--- src/rtl/occ_gtpe2_pkg.sv ---
// Shared definitions for the GTPE2 reset sequencer.
// Contents: state encoding, tile control bundle, small constant helper.
package occ_gtpe2_pkg;

  localparam int unsigned STATE_W = 3;

  typedef enum logic [STATE_W-1:0] {
    ST_PLL_RST     = 3'd0,
    ST_WAIT_LOCK   = 3'd1,
    ST_TX_RST      = 3'd2,
    ST_WAIT_TXDONE = 3'd3,
    ST_RX_RST      = 3'd4,
    ST_WAIT_RXDONE = 3'd5,
    ST_READY       = 3'd6,
    ST_FAIL        = 3'd7
  } state_e;

  // Everything the sequencer drives towards the tile and the link status flags.
  typedef struct packed {
    logic pll_rst;
    logic txreset;
    logic rxreset;
    logic txuserrdy;
    logic rxuserrdy;
    logic rxencommaalign;
    logic ready;
    logic fail;
  } tile_ctrl_t;

  // All tile resets asserted, every enable and flag low.
  localparam tile_ctrl_t CTRL_RESET = 8'b1110_0000;

  function automatic int unsigned max_u(input int unsigned a, input int unsigned b);
    return (a > b) ? a : b;
  endfunction

endpackage

--- src/rtl/occ_gtpe2_reset_sync.sv ---
// Multi-bit two-stage synchronizer with synchronous active-high clear.
// Ports: clk - destination clock; rst - clears both stages;
//        din - asynchronous inputs; dout - synchronized outputs (2-cycle latency).
module occ_gtpe2_reset_sync #(
  parameter int unsigned WIDTH = 1
) (
  input  logic             clk,
  input  logic             rst,
  input  logic [WIDTH-1:0] din,
  output logic [WIDTH-1:0] dout
);

  logic [WIDTH-1:0] meta_q;

  // Bits are independent status levels, so per-bit synchronization is enough.
  always_ff @(posedge clk) begin
    if (rst) begin
      meta_q <= '0;
      dout   <= '0;
    end else begin
      meta_q <= din;
      dout   <= meta_q;
    end
  end

endmodule

--- src/rtl/occ_gtpe2_reset_seq.sv ---
// GTPE2 reset sequencer: PLL reset, lock wait, TX reset/done, RX reset/done,
// then link ready, with per-state timeouts, bounded retries and a fail state.
// Ports: init_clk_i/init_rst_i - clock and synchronous active-high reset;
//        soft_rst_i - one-cycle restart pulse, also clears the retry count;
//        pll_lock_i, txresetdone_i, rxresetdone_i - asynchronous tile status;
//        pll_rst_o, txreset_o, rxreset_o - tile resets;
//        txuserrdy_o, rxuserrdy_o, rxencommaalign_o - tile enables;
//        ready_o, fail_o - link up / permanent failure;
//        state_o - current state code; retries_o - retries used so far.
module occ_gtpe2_reset_seq
  import occ_gtpe2_pkg::*;
#(
  parameter int unsigned g_PLL_RST_CYCLES = 200,
  parameter int unsigned g_GT_RST_CYCLES  = 4,
  parameter int unsigned g_TIMEOUT_CYCLES = 65535,
  parameter int unsigned g_MAX_RETRIES    = 3
) (
  input  logic               init_clk_i,
  input  logic               init_rst_i,
  input  logic               soft_rst_i,
  input  logic               pll_lock_i,
  input  logic               txresetdone_i,
  input  logic               rxresetdone_i,
  output logic               pll_rst_o,
  output logic               txreset_o,
  output logic               rxreset_o,
  output logic               txuserrdy_o,
  output logic               rxuserrdy_o,
  output logic               rxencommaalign_o,
  output logic               ready_o,
  output logic               fail_o,
  output logic [STATE_W-1:0] state_o,
  output logic [1:0]         retries_o
);

  // The counter also times the fixed reset pulses, so it must reach the longest
  // of them even when the timeout is configured shorter; with default
  // parameters this is exactly the timeout width.
  localparam int unsigned CNT_MAX = max_u(max_u(g_TIMEOUT_CYCLES, g_PLL_RST_CYCLES),
                                          g_GT_RST_CYCLES);
  localparam int unsigned CNT_W   = $clog2(CNT_MAX + 1);

  localparam logic [CNT_W-1:0] CNT_SAT   = CNT_W'(CNT_MAX);
  localparam logic [CNT_W-1:0] PLL_LAST  = CNT_W'(g_PLL_RST_CYCLES - 1);
  localparam logic [CNT_W-1:0] GT_LAST   = CNT_W'(g_GT_RST_CYCLES - 1);
  localparam logic [CNT_W-1:0] TMO       = CNT_W'(g_TIMEOUT_CYCLES);
  localparam logic [CNT_W-1:0] READY_CLR = CNT_W'(g_TIMEOUT_CYCLES - 1);
  localparam logic [1:0]       RETRY_MAX = 2'(g_MAX_RETRIES);

  logic [2:0]       status_s;
  logic             lock_s;
  logic             txdone_s;
  logic             rxdone_s;
  state_e           state_q;
  state_e           state_d;
  logic [1:0]       retries_q;
  logic [1:0]       retries_d;
  logic [CNT_W-1:0] cnt_q;
  logic             timeout;
  logic             do_retry;
  tile_ctrl_t       ctrl_q;
  tile_ctrl_t       ctrl_d;

  occ_gtpe2_reset_sync #(
    .WIDTH (3)
  ) u_sync (
    .clk  (init_clk_i),
    .rst  (init_rst_i),
    .din  ({pll_lock_i, txresetdone_i, rxresetdone_i}),
    .dout (status_s)
  );

  assign {lock_s, txdone_s, rxdone_s} = status_s;
  assign timeout = (cnt_q == TMO);

  // State, retry count, cycle counter and registered outputs.
  always_ff @(posedge init_clk_i) begin
    if (init_rst_i) begin
      state_q   <= ST_PLL_RST;
      retries_q <= '0;
      cnt_q     <= '0;
      ctrl_q    <= CTRL_RESET;
    end else begin
      state_q   <= state_d;
      retries_q <= retries_d;
      ctrl_q    <= ctrl_d;
      // Restart timing on every state change, including a soft restart of PLL_RST.
      if ((state_d != state_q) || soft_rst_i) begin
        cnt_q <= '0;
      end else if (cnt_q != CNT_SAT) begin
        cnt_q <= cnt_q + CNT_W'(1);
      end
    end
  end

  // Next state and retry bookkeeping.
  always_comb begin
    state_d   = state_q;
    retries_d = retries_q;
    do_retry  = 1'b0;
    case (state_q)
      ST_PLL_RST: begin
        if (cnt_q == PLL_LAST) state_d = ST_WAIT_LOCK;
      end
      ST_WAIT_LOCK: begin
        if (lock_s)       state_d  = ST_TX_RST;
        else if (timeout) do_retry = 1'b1;
      end
      ST_TX_RST: begin
        if (cnt_q == GT_LAST) state_d = ST_WAIT_TXDONE;
      end
      ST_WAIT_TXDONE: begin
        if (!lock_s)       do_retry = 1'b1;
        else if (txdone_s) state_d  = ST_RX_RST;
        else if (timeout)  do_retry = 1'b1;
      end
      ST_RX_RST: begin
        if (cnt_q == GT_LAST) state_d = ST_WAIT_RXDONE;
      end
      ST_WAIT_RXDONE: begin
        if (!lock_s)       do_retry = 1'b1;
        else if (rxdone_s) state_d  = ST_READY;
        else if (timeout)  do_retry = 1'b1;
      end
      ST_READY: begin
        // A lost lock needs the whole bring-up; a lost done only its own half.
        if (!lock_s)                 do_retry  = 1'b1;
        else if (!txdone_s)          state_d   = ST_TX_RST;
        else if (!rxdone_s)          state_d   = ST_RX_RST;
        else if (cnt_q >= READY_CLR) retries_d = '0;
      end
      ST_FAIL: begin
        state_d = ST_FAIL;
      end
      default: begin
        state_d = ST_PLL_RST;
      end
    endcase

    if (do_retry) begin
      if (retries_q < RETRY_MAX) begin
        state_d   = ST_PLL_RST;
        retries_d = retries_q + 2'd1;
      end else begin
        state_d = ST_FAIL;
      end
    end

    if (soft_rst_i) begin
      state_d   = ST_PLL_RST;
      retries_d = '0;
    end
  end

  // Output decode from the next state so the registered outputs line up with state_q.
  always_comb begin
    ctrl_d = '0;
    case (state_d)
      ST_PLL_RST: begin
        ctrl_d.pll_rst = 1'b1;
        ctrl_d.txreset = 1'b1;
        ctrl_d.rxreset = 1'b1;
      end
      ST_WAIT_LOCK: begin
        ctrl_d = '0;
      end
      ST_TX_RST: begin
        ctrl_d.txreset = 1'b1;
      end
      ST_WAIT_TXDONE: begin
        ctrl_d.txuserrdy = 1'b1;
      end
      ST_RX_RST: begin
        ctrl_d.txuserrdy = 1'b1;
        ctrl_d.rxreset   = 1'b1;
      end
      ST_WAIT_RXDONE: begin
        ctrl_d.txuserrdy = 1'b1;
        ctrl_d.rxuserrdy = 1'b1;
      end
      ST_READY: begin
        ctrl_d.txuserrdy      = 1'b1;
        ctrl_d.rxuserrdy      = 1'b1;
        ctrl_d.rxencommaalign = 1'b1;
        ctrl_d.ready          = 1'b1;
      end
      ST_FAIL: begin
        ctrl_d.fail    = 1'b1;
        ctrl_d.pll_rst = 1'b1;
        ctrl_d.txreset = 1'b1;
        ctrl_d.rxreset = 1'b1;
      end
      default: begin
        ctrl_d = CTRL_RESET;
      end
    endcase
  end

  assign pll_rst_o        = ctrl_q.pll_rst;
  assign txreset_o        = ctrl_q.txreset;
  assign rxreset_o        = ctrl_q.rxreset;
  assign txuserrdy_o      = ctrl_q.txuserrdy;
  assign rxuserrdy_o      = ctrl_q.rxuserrdy;
  assign rxencommaalign_o = ctrl_q.rxencommaalign;
  assign ready_o          = ctrl_q.ready;
  assign fail_o           = ctrl_q.fail;
  assign state_o          = STATE_W'(state_q);
  assign retries_o        = retries_q;

endmodule
--- config.mk ---
export PLATFORM = sky130hd
export DESIGN_NAME = occ_gtpe2_reset_seq
export DESIGN_NICKNAME = d
export VERILOG_FILES = /design/src/rtl/occ_gtpe2_pkg.sv /design/src/rtl/occ_gtpe2_reset_sync.sv /design/src/rtl/occ_gtpe2_reset_seq.sv
export SDC_FILE = /design/constraint.sdc
export NUM_CORES = 1
export LEC_CHECK = 0
export ABC_CLOCK_PERIOD_IN_PS = 7200
export CAP_MARGIN = 40
export CORE_MARGIN = 3
export CORE_UTILIZATION = 55
export DETAILED_ROUTE_END_ITERATION = 6
export GPL_ROUTABILITY_DRIVEN = 0
export PLACE_DENSITY = 0.78
export SLEW_MARGIN = 0
export SYNTH_ARGS = -nofsm -noshare
export SYNTH_HDL_FRONTEND = slang
export SYNTH_HIERARCHICAL = 1
export SYNTH_SLANG_ARGS = --single-unit
--- constraint.sdc ---
create_clock -name init_clk_i -period 7.2 [get_ports init_clk_i]
set_input_delay 1.08 -clock init_clk_i [delete_from_list [all_inputs] [get_ports init_clk_i]]
set_output_delay 1.08 -clock init_clk_i [all_outputs]
set_load 0.02 [all_outputs]
==> flow_summary_export.csv, run 1 <==
group,metric,value,unit
global_routing,grt_pass1_wl,6.34,mm
routing,drc,0,
floorplanning,io_pins,19,
final_layout,diodes,0,
critical_path,cp_max_fo,16,
cts,insertion_delay,340,ps
floorplanning,fp.coreArea,3100,sq um
critical_path,arrival,3170,ps
placement,hpwl,2.58,mm
sta,finalClockSkew,12.3,ps
sta,layout_setup_ws,4220,ps
critical_path,worstPathRequired,7390,ps
cts,clock-root-buffer,"clkbuf_4",
pwr,p_sw,0.0717,mW
floorplanning,rows,20,
critical_path,critPathLaunchType,"register",
global_routing,grt_use_total,19.8,%
sta,slew_viol_final,0,
floorplanning,dieArea,4030,sq um
placement,io_buffers,18,
cts,cts_tree,"done",
global_routing,grt_pass1_vias,1433,
cts,clk_path_buf_depth,2,
sta,setup-tns-final,0,ps
outcome,status,"finished, final reports clean",
routing,post_drt_wl_per_cell,13.3,microns
sta,maxSlewHeadroom,43.7,%
routing,finalWirelength,3.64,mm
pwr,p_comb_share,3.6,%
final_layout,area_growth,14.4,%
final_layout,finalNetCount,237,
cts,cts-resized-gates,0,
synthesis,avgSynthCellArea,8.61,sq um
floorplanning,die_x,63.5,microns
sta,fin_crit_sh,41.3,%
cts,cts_hold_buf,0,
sta,finalSetupViolCount,0,
pwr,leakagePower,0.698,nW
min_path,min-delay-start,"u_sync/meta_q[1]$_SDFF_PP0_",
floorplanning,initial_core_util,58.5,%
final_layout,drive_gt1_share,11.8,%
pwr,power_density,163,nW/um^2
routing,routed-via-count,1534,
cts,postCtsSetupRepairBufs,0,
critical_path,crit-reg2reg-launch,"cnt_q[1]$_SDFFE_PP0P_",
synthesis,syn_area,1820,sq um
sta,fmax,0.336,GHz
pwr,clkPwrFrac,39.8,%
cts,cts.sinks,34,
pwr,pwr-share-seq,56.6,%
global_routing,antenna_found_initial,0,
cts,htree_num_levels,2,
pwr,p_int,0.267,mW
run,drv_cap,0,
global_routing,grt_start_max_net_pins,17,
routing,drtPass1Iterations,5,
synthesis,synthCells,211,
synthesis,yosysSeqAreaShare,37.5,%
sta,rsz0062_at_grt,"false",
synthesis,synth_edf_count,0,
placement,dp_slack,4090,ps
synthesis,synth-async-reset-ratio,0,%
synthesis,ys.flop_type,"dfxtp_1",
synthesis,synth_seq_cells,34,
sta,finalHoldViolations,0,
routing,antenna_left,0,
cts,cts.clk_slew.worst_paths,110,ps
critical_path,criticalPathCategory,"register to register",
sta,tightest_slew,843,ps
routing,drt-initial-drc-count,74,
pwr,ir_drop,102,uV
synthesis,yosys_warnings,6,
synthesis,ys_types,47,
sta,period_minus_slack,2980,ps
global_routing,grt-ovfl-total,0,
final_layout,nFillCells,286,
floorplanning,chipHeight,63.5,microns
critical_path,crit_path_end_kind,"register",
cts,cts_made_buffers,5,
synthesis,syn-num-nets,220,
min_path,hp-class,"register to register",
pwr,p_sw_share,21.2,%
critical_path,cp-startpoint,"cnt_q[1]$_SDFFE_PP0P_",
routing,viasPerCell,5.62,
[metal layers]
layer | track usage [%] | wire (microns) | vias up
met5 | 0 | 0 | -
met4 | 10.8 | 68 | 0
met3 | 5.88 | 189 | 7
met2 | 29.9 | 1650 | 39
met1 | 25.2 | 1730 | 704
li1 | - | - | 784
[flip-flops by register name, summed over array words and instances (netlist names)]
signal,flops
u_sync/meta_q,3
cnt_q,16
pll_rst_o,1
u_sync/dout,3
rxreset_o,1
retries_o,2
rxencommaalign_o,1
fail_o,1
txreset_o,1
rxuserrdy_o,1
txuserrdy_o,1
state_o,3
[Yosys cell counts (5+ instances only)]
| cell | count | area, sq um |
|---|---|---|
| nor4_1 | 6 | 37.5 |
| nand2_1 | 15 | 56.3 |
| a21oi_1 | 10 | 50.1 |
| nor2_1 | 20 | 75.1 |
| buf_2 | 5 | 25.0 |
| nor2b_1 | 9 | 56.3 |
| nand4_1 | 7 | 43.8 |
| nor3_1 | 10 | 50.1 |
| inv_1 | 12 | 45.0 |
| o21ai_0 | 7 | 35.0 |
| nor3_2 | 10 | 100 |
| dfxtp_1 | 34 | 681 |
| nand3_1 | 11 | 55.1 |
| xnor2_1 | 12 | 105 |
[path summary, 6_finish.rpt]
kind / cells past startpoint / slack (ps) / to
hold reg to reg: 1 / 480 / u_sync/dout[1]$_SDFF_PP0_
setup reg to reg: 8 / 4220 / cnt_q[15]$_SDFFE_PP0P_
hold / removal: 1 / 480 / u_sync/dout[1]$_SDFF_PP0_
setup / recovery: 8 / 4220 / cnt_q[15]$_SDFFE_PP0P_
[worst max-delay path, cell delays in order, from the launching register on]
cell	delay, ps
dfxtp_1	400
ha_1	270
and4_1	270
nand4bb_1	350
a21o_4	360
a21oi_4	270
a21oi_1	90
nor2_2	670
nor3_1	130
[final cells by class]
cell class | instances | area (sq um) | share of cell area (%)
Clock buffer | 5 | 37.5 | 1.81
Clock inverter | 3 | 40.0 | 1.93
Inverter | 12 | 45.0 | 2.17
Multi-Input combinational cell | 157 | 1040 | 50.0
Sequential cell | 34 | 681 | 32.8
Tap cell | 44 | 55.1 | 2.65
Timing Repair Buffer | 18 | 180 | 8.67
[cell families (layout without fill, tap and decap cells)]
| kind of cell | Yosys count | after routing | synth area share, % |
|---|---|---|---|
| compound gates | 37 | 37 | 16.3 |
| xor+xnor | 15 | 15 | 7.23 |
| fa+ha+maj | 3 | 3 | 2.07 |
| buf+inv | 20 | 38 | 5.30 |
| flops | 34 | 34 | 37.5 |
| simple gates | 102 | 102 | 31.7 |
[power groups by stage]
stage / Clock [mW] / Combinational (mW) / Sequential (mW)
CTS: 0.139 / 0.0122 / 0.192
global placement: 0 / 0.0118 / 0.196
global route: 0.148 / 0.0135 / 0.192
finish: 0.135 / 0.0122 / 0.192
floorplan: 0 / 0.00783 / 0.195
detailed placement: 0 / 0.0121 / 0.196
[stage by stage]
step | power (mW) | cells | hold slack (ps) | instance area (sq um) | utilization [%]
after floorplan | 0.203 | 211 | 414 | 1820 | -
after global placement | 0.208 | 265 | 454 | 2000 | 64.5
after detailed placement | 0.208 | 265 | 447 | 2000 | 64.5
after CTS | 0.343 | 273 | 484 | 2080 | 67.0
after global routing | 0.354 | 273 | 507 | 2080 | 67.0
final | 0.339 | 273 | 483 | 2080 | 67.0
[cells in the final DEF, fill, tap and decap left out, drive strengths merged, types with 2 or more instances in the layout]
| cell type | count |
|---|---|
| dfxtp | 34 |
| nor2 | 21 |
| nor3 | 20 |
| clkdlybuf4s50 | 18 |
| nand2 | 15 |
| inv | 12 |
| xnor2 | 12 |
| nand3 | 11 |
| a21oi | 11 |
| nor2b | 9 |
| nand4 | 7 |
| o21ai | 7 |
| nor4 | 6 |
| clkbuf | 5 |
| xor2 | 3 |
| ha | 3 |
| a21o | 3 |
| and3 | 3 |
| and2 | 2 |
| or4 | 2 |
| a31oi | 2 |
| clkinv | 2 |
| o211ai | 2 |
No activity file was read; power rests on OpenSTA's default activity.
==> inputs of run 2 (changes only) <==
- ABC_CLOCK_PERIOD_IN_PS: 7200 -> 2500
- CORE_UTILIZATION: 55 -> 50
- PLACE_DENSITY: 0.78 -> 0.75
- clock period: 7.2 -> 2.5 ns (I/O delays scaled with it)
==> flow_summary_export.csv, run 2 (synthesis results as in run 1) <==
group,metric,value,unit
pwr,clkPwrFrac,33.4,%
pwr,p_comb_share,4.5,%
pwr,ir_drop,306,uV
critical_path,path_cells,"or4_1 -> nor3_1 -> nand4_1 -> o2bb2ai_2 -> nor2_1 -> o31a_1 -> and3_1",
run,drv_cap,0,
floorplanning,rows,21,
routing,drt-initial-drc-count,125,
global_routing,grt_start_max_net_pins,17,
routing,met2_wirelength,1.62,mm
min_path,hp-class,"register to register",
pwr,pwr-share-seq,62.1,%
sta,fin_crit_sh,95.0,%
pwr,p_sw,0.195,mW
critical_path,crit-reg2reg-launch,"cnt_q[15]$_SDFFE_PP0P_",
floorplanning,fp.coreArea,3420,sq um
routing,route.met3.wl,137,microns
sta,period_minus_slack,2370,ps
pwr,p_int,0.693,mW
floorplanning,initial_core_util,53.2,%
final_layout,diodes,0,
routing,top_layer_used,"met4",
cts,cts_tree,"done",
sta,slew_viol_final,0,
cts,cts_hold_buf,0,
final_layout,finalNetCount,247,
critical_path,arrival,2610,ps
placement,postPlaceCellArea,2080,sq um
floorplanning,die_x,66.3,microns
critical_path,critPathMaxStageDelay,550,ps
sta,finalClockSkew,9.86,ps
cts,insertion_delay,340,ps
critical_path,r2r_end,"rxuserrdy_o$_SDFF_PP0_",
placement,hpwl,2.62,mm
sta,tightest_slew,519,ps
global_routing,grt_use_total,18.4,%
routing,routed-via-count,1543,
final_layout,final_cell_area,2170,sq um
global_routing,grt-ovfl-total,0,
final_layout,drive_gt1_share,15.6,%
cts,clk_path_buf_depth,2,
routing,drc,0,
critical_path,r2r_slack,130,ps
cts,cts.clk_slew.worst_paths,100,ps
final_layout,regMostFlops,"cnt_q",
final_layout,final_cell_mix,"34 x dfxtp_1, 20 x nor2_1, 18 x clkdlybuf4s50_1",
sta,fmax,0.421,GHz
floorplanning,dieArea,4390,sq um
routing,viasPerCell,5.45,
critical_path,worstPathRequired,2730,ps
sta,hold_slack,444,ps
routing,drtPass1Iterations,4,
cts,cts_made_buffers,5,
outcome,status,"finished, final reports clean",
final_layout,layout_commonest_cell,"dfxtp_1",
pwr,leakagePower,0.737,nW
routing,antenna_left,0,
critical_path,cp_slowest_cell,"or4_1",
global_routing,antenna_found_initial,0,
global_routing,grt_pass1_vias,1379,
sta,maxSlewHeadroom,65.4,%
critical_path,crit_path_end_kind,"register",
critical_path,crit_path_end,"rxuserrdy_o$_SDFF_PP0_",
pwr,p_sw_share,22.0,%
cts,htree_num_levels,2,
sta,finalSetupViolCount,0,
critical_path,cp_max_fo,6,
placement,io_buffers,18,
critical_path,reg2reg_depth,7,
cts,clock-root-buffer,"clkbuf_4",
sta,finalHoldViolations,0,
global_routing,grt_pass1_wl,6.29,mm
pwr,power_density,409,nW/um^2
critical_path,cp-startpoint,"cnt_q[15]$_SDFFE_PP0P_",
routing,wl_met1,1.86,mm
floorplanning,io_pins,19,
final_layout,largest_reg_flops,16,
routing,post_drt_wl_per_cell,13.0,microns
final_layout,area_growth,19.4,%
final_layout,nFillCells,291,
sta,rsz0062_at_grt,"true",
cts,cts.sinks,34,
critical_path,criticalPathCategory,"register to register",
routing,finalWirelength,3.68,mm
floorplanning,chipHeight,66.3,microns
critical_path,critPathLaunchType,"register",
[run 2: cell count changes in the layout (fill, tap and decap cells not counted), sizes merged]
cell / change
clkbuf: +1
bufinv: -1
buf: +10
clkinv: -2
[run 2: worst min-delay path by stage]
stage	depth (start not counted)	to	start
2_1_floorplan	1	u_sync/dout[0]$_SDFF_PP0_	u_sync/meta_q[0]$_SDFF_PP0_
3_3_place_gp	1	u_sync/dout[0]$_SDFF_PP0_	u_sync/meta_q[0]$_SDFF_PP0_
3_5_place_dp	1	u_sync/dout[0]$_SDFF_PP0_	u_sync/meta_q[0]$_SDFF_PP0_
4_1_cts	1	u_sync/dout[0]$_SDFF_PP0_	u_sync/meta_q[0]$_SDFF_PP0_
5_1_grt	1	u_sync/dout[1]$_SDFF_PP0_	u_sync/meta_q[1]$_SDFF_PP0_
6_report	1	u_sync/dout[0]$_SDFF_PP0_	u_sync/meta_q[0]$_SDFF_PP0_
[run 2: worst max-delay path: cells and delay by family, from the launching register on]
kind / cells / cell delay, ps
AO/OA/AOI/OAI: 2 / 670
flip-flops: 1 / 370
AND/OR/NAND/NOR: 5 / 1230
[run 2: cell type report]
class	count	area, sq um	area share (%)
multi-input combinational	157	1050	48.6
sequential	34	681	31.4
timing repair buffer	28	280	12.9
tap	46	57.6	2.65
clock buffer	6	51.3	2.36
inverter	12	45.0	2.08
[run 2: stage by stage]
| step | setup WS [ps] | TNS, ps | instances | utilization, % | total power [mW] |
|---|---|---|---|---|---|
| floorplan | 231 | 0 | 211 | - | 0.585 |
| global placement | 179 | 0 | 274 | 60.9 | 0.603 |
| detailed placement | 55.6 | 0 | 274 | 60.9 | 0.605 |
| CTS | 37.9 | 0 | 280 | 62.4 | 0.893 |
| global route | -15.0 | -25.7 | 283 | 63.5 | 0.924 |
| finish | 126 | 0 | 283 | 63.5 | 0.888 |
[run 2: power by group through the flow]
stage                     registers [mW]  logic, mW  clock network (mW)
after floorplan                    0.562     0.0225                   0
after global placement             0.564     0.0395                   0
after detailed placement           0.564     0.0404                   0
after CTS                          0.551     0.0407               0.301
after global routing               0.553     0.0448               0.327
final                              0.552     0.0404               0.296
[run 2: timing repair]
item,CTS,global route
buffers inserted,0,3
setup endpoints to repair,0,18
resized for setup,0,3
[run 2: metal layers]
layer / vias to the layer above / global-route usage, %
met4: 0 / 6.60
met1: 709 / 25.6
met5: - / 0
met3: 7 / 4.08
met2: 24 / 27.8
li1: 803 / -
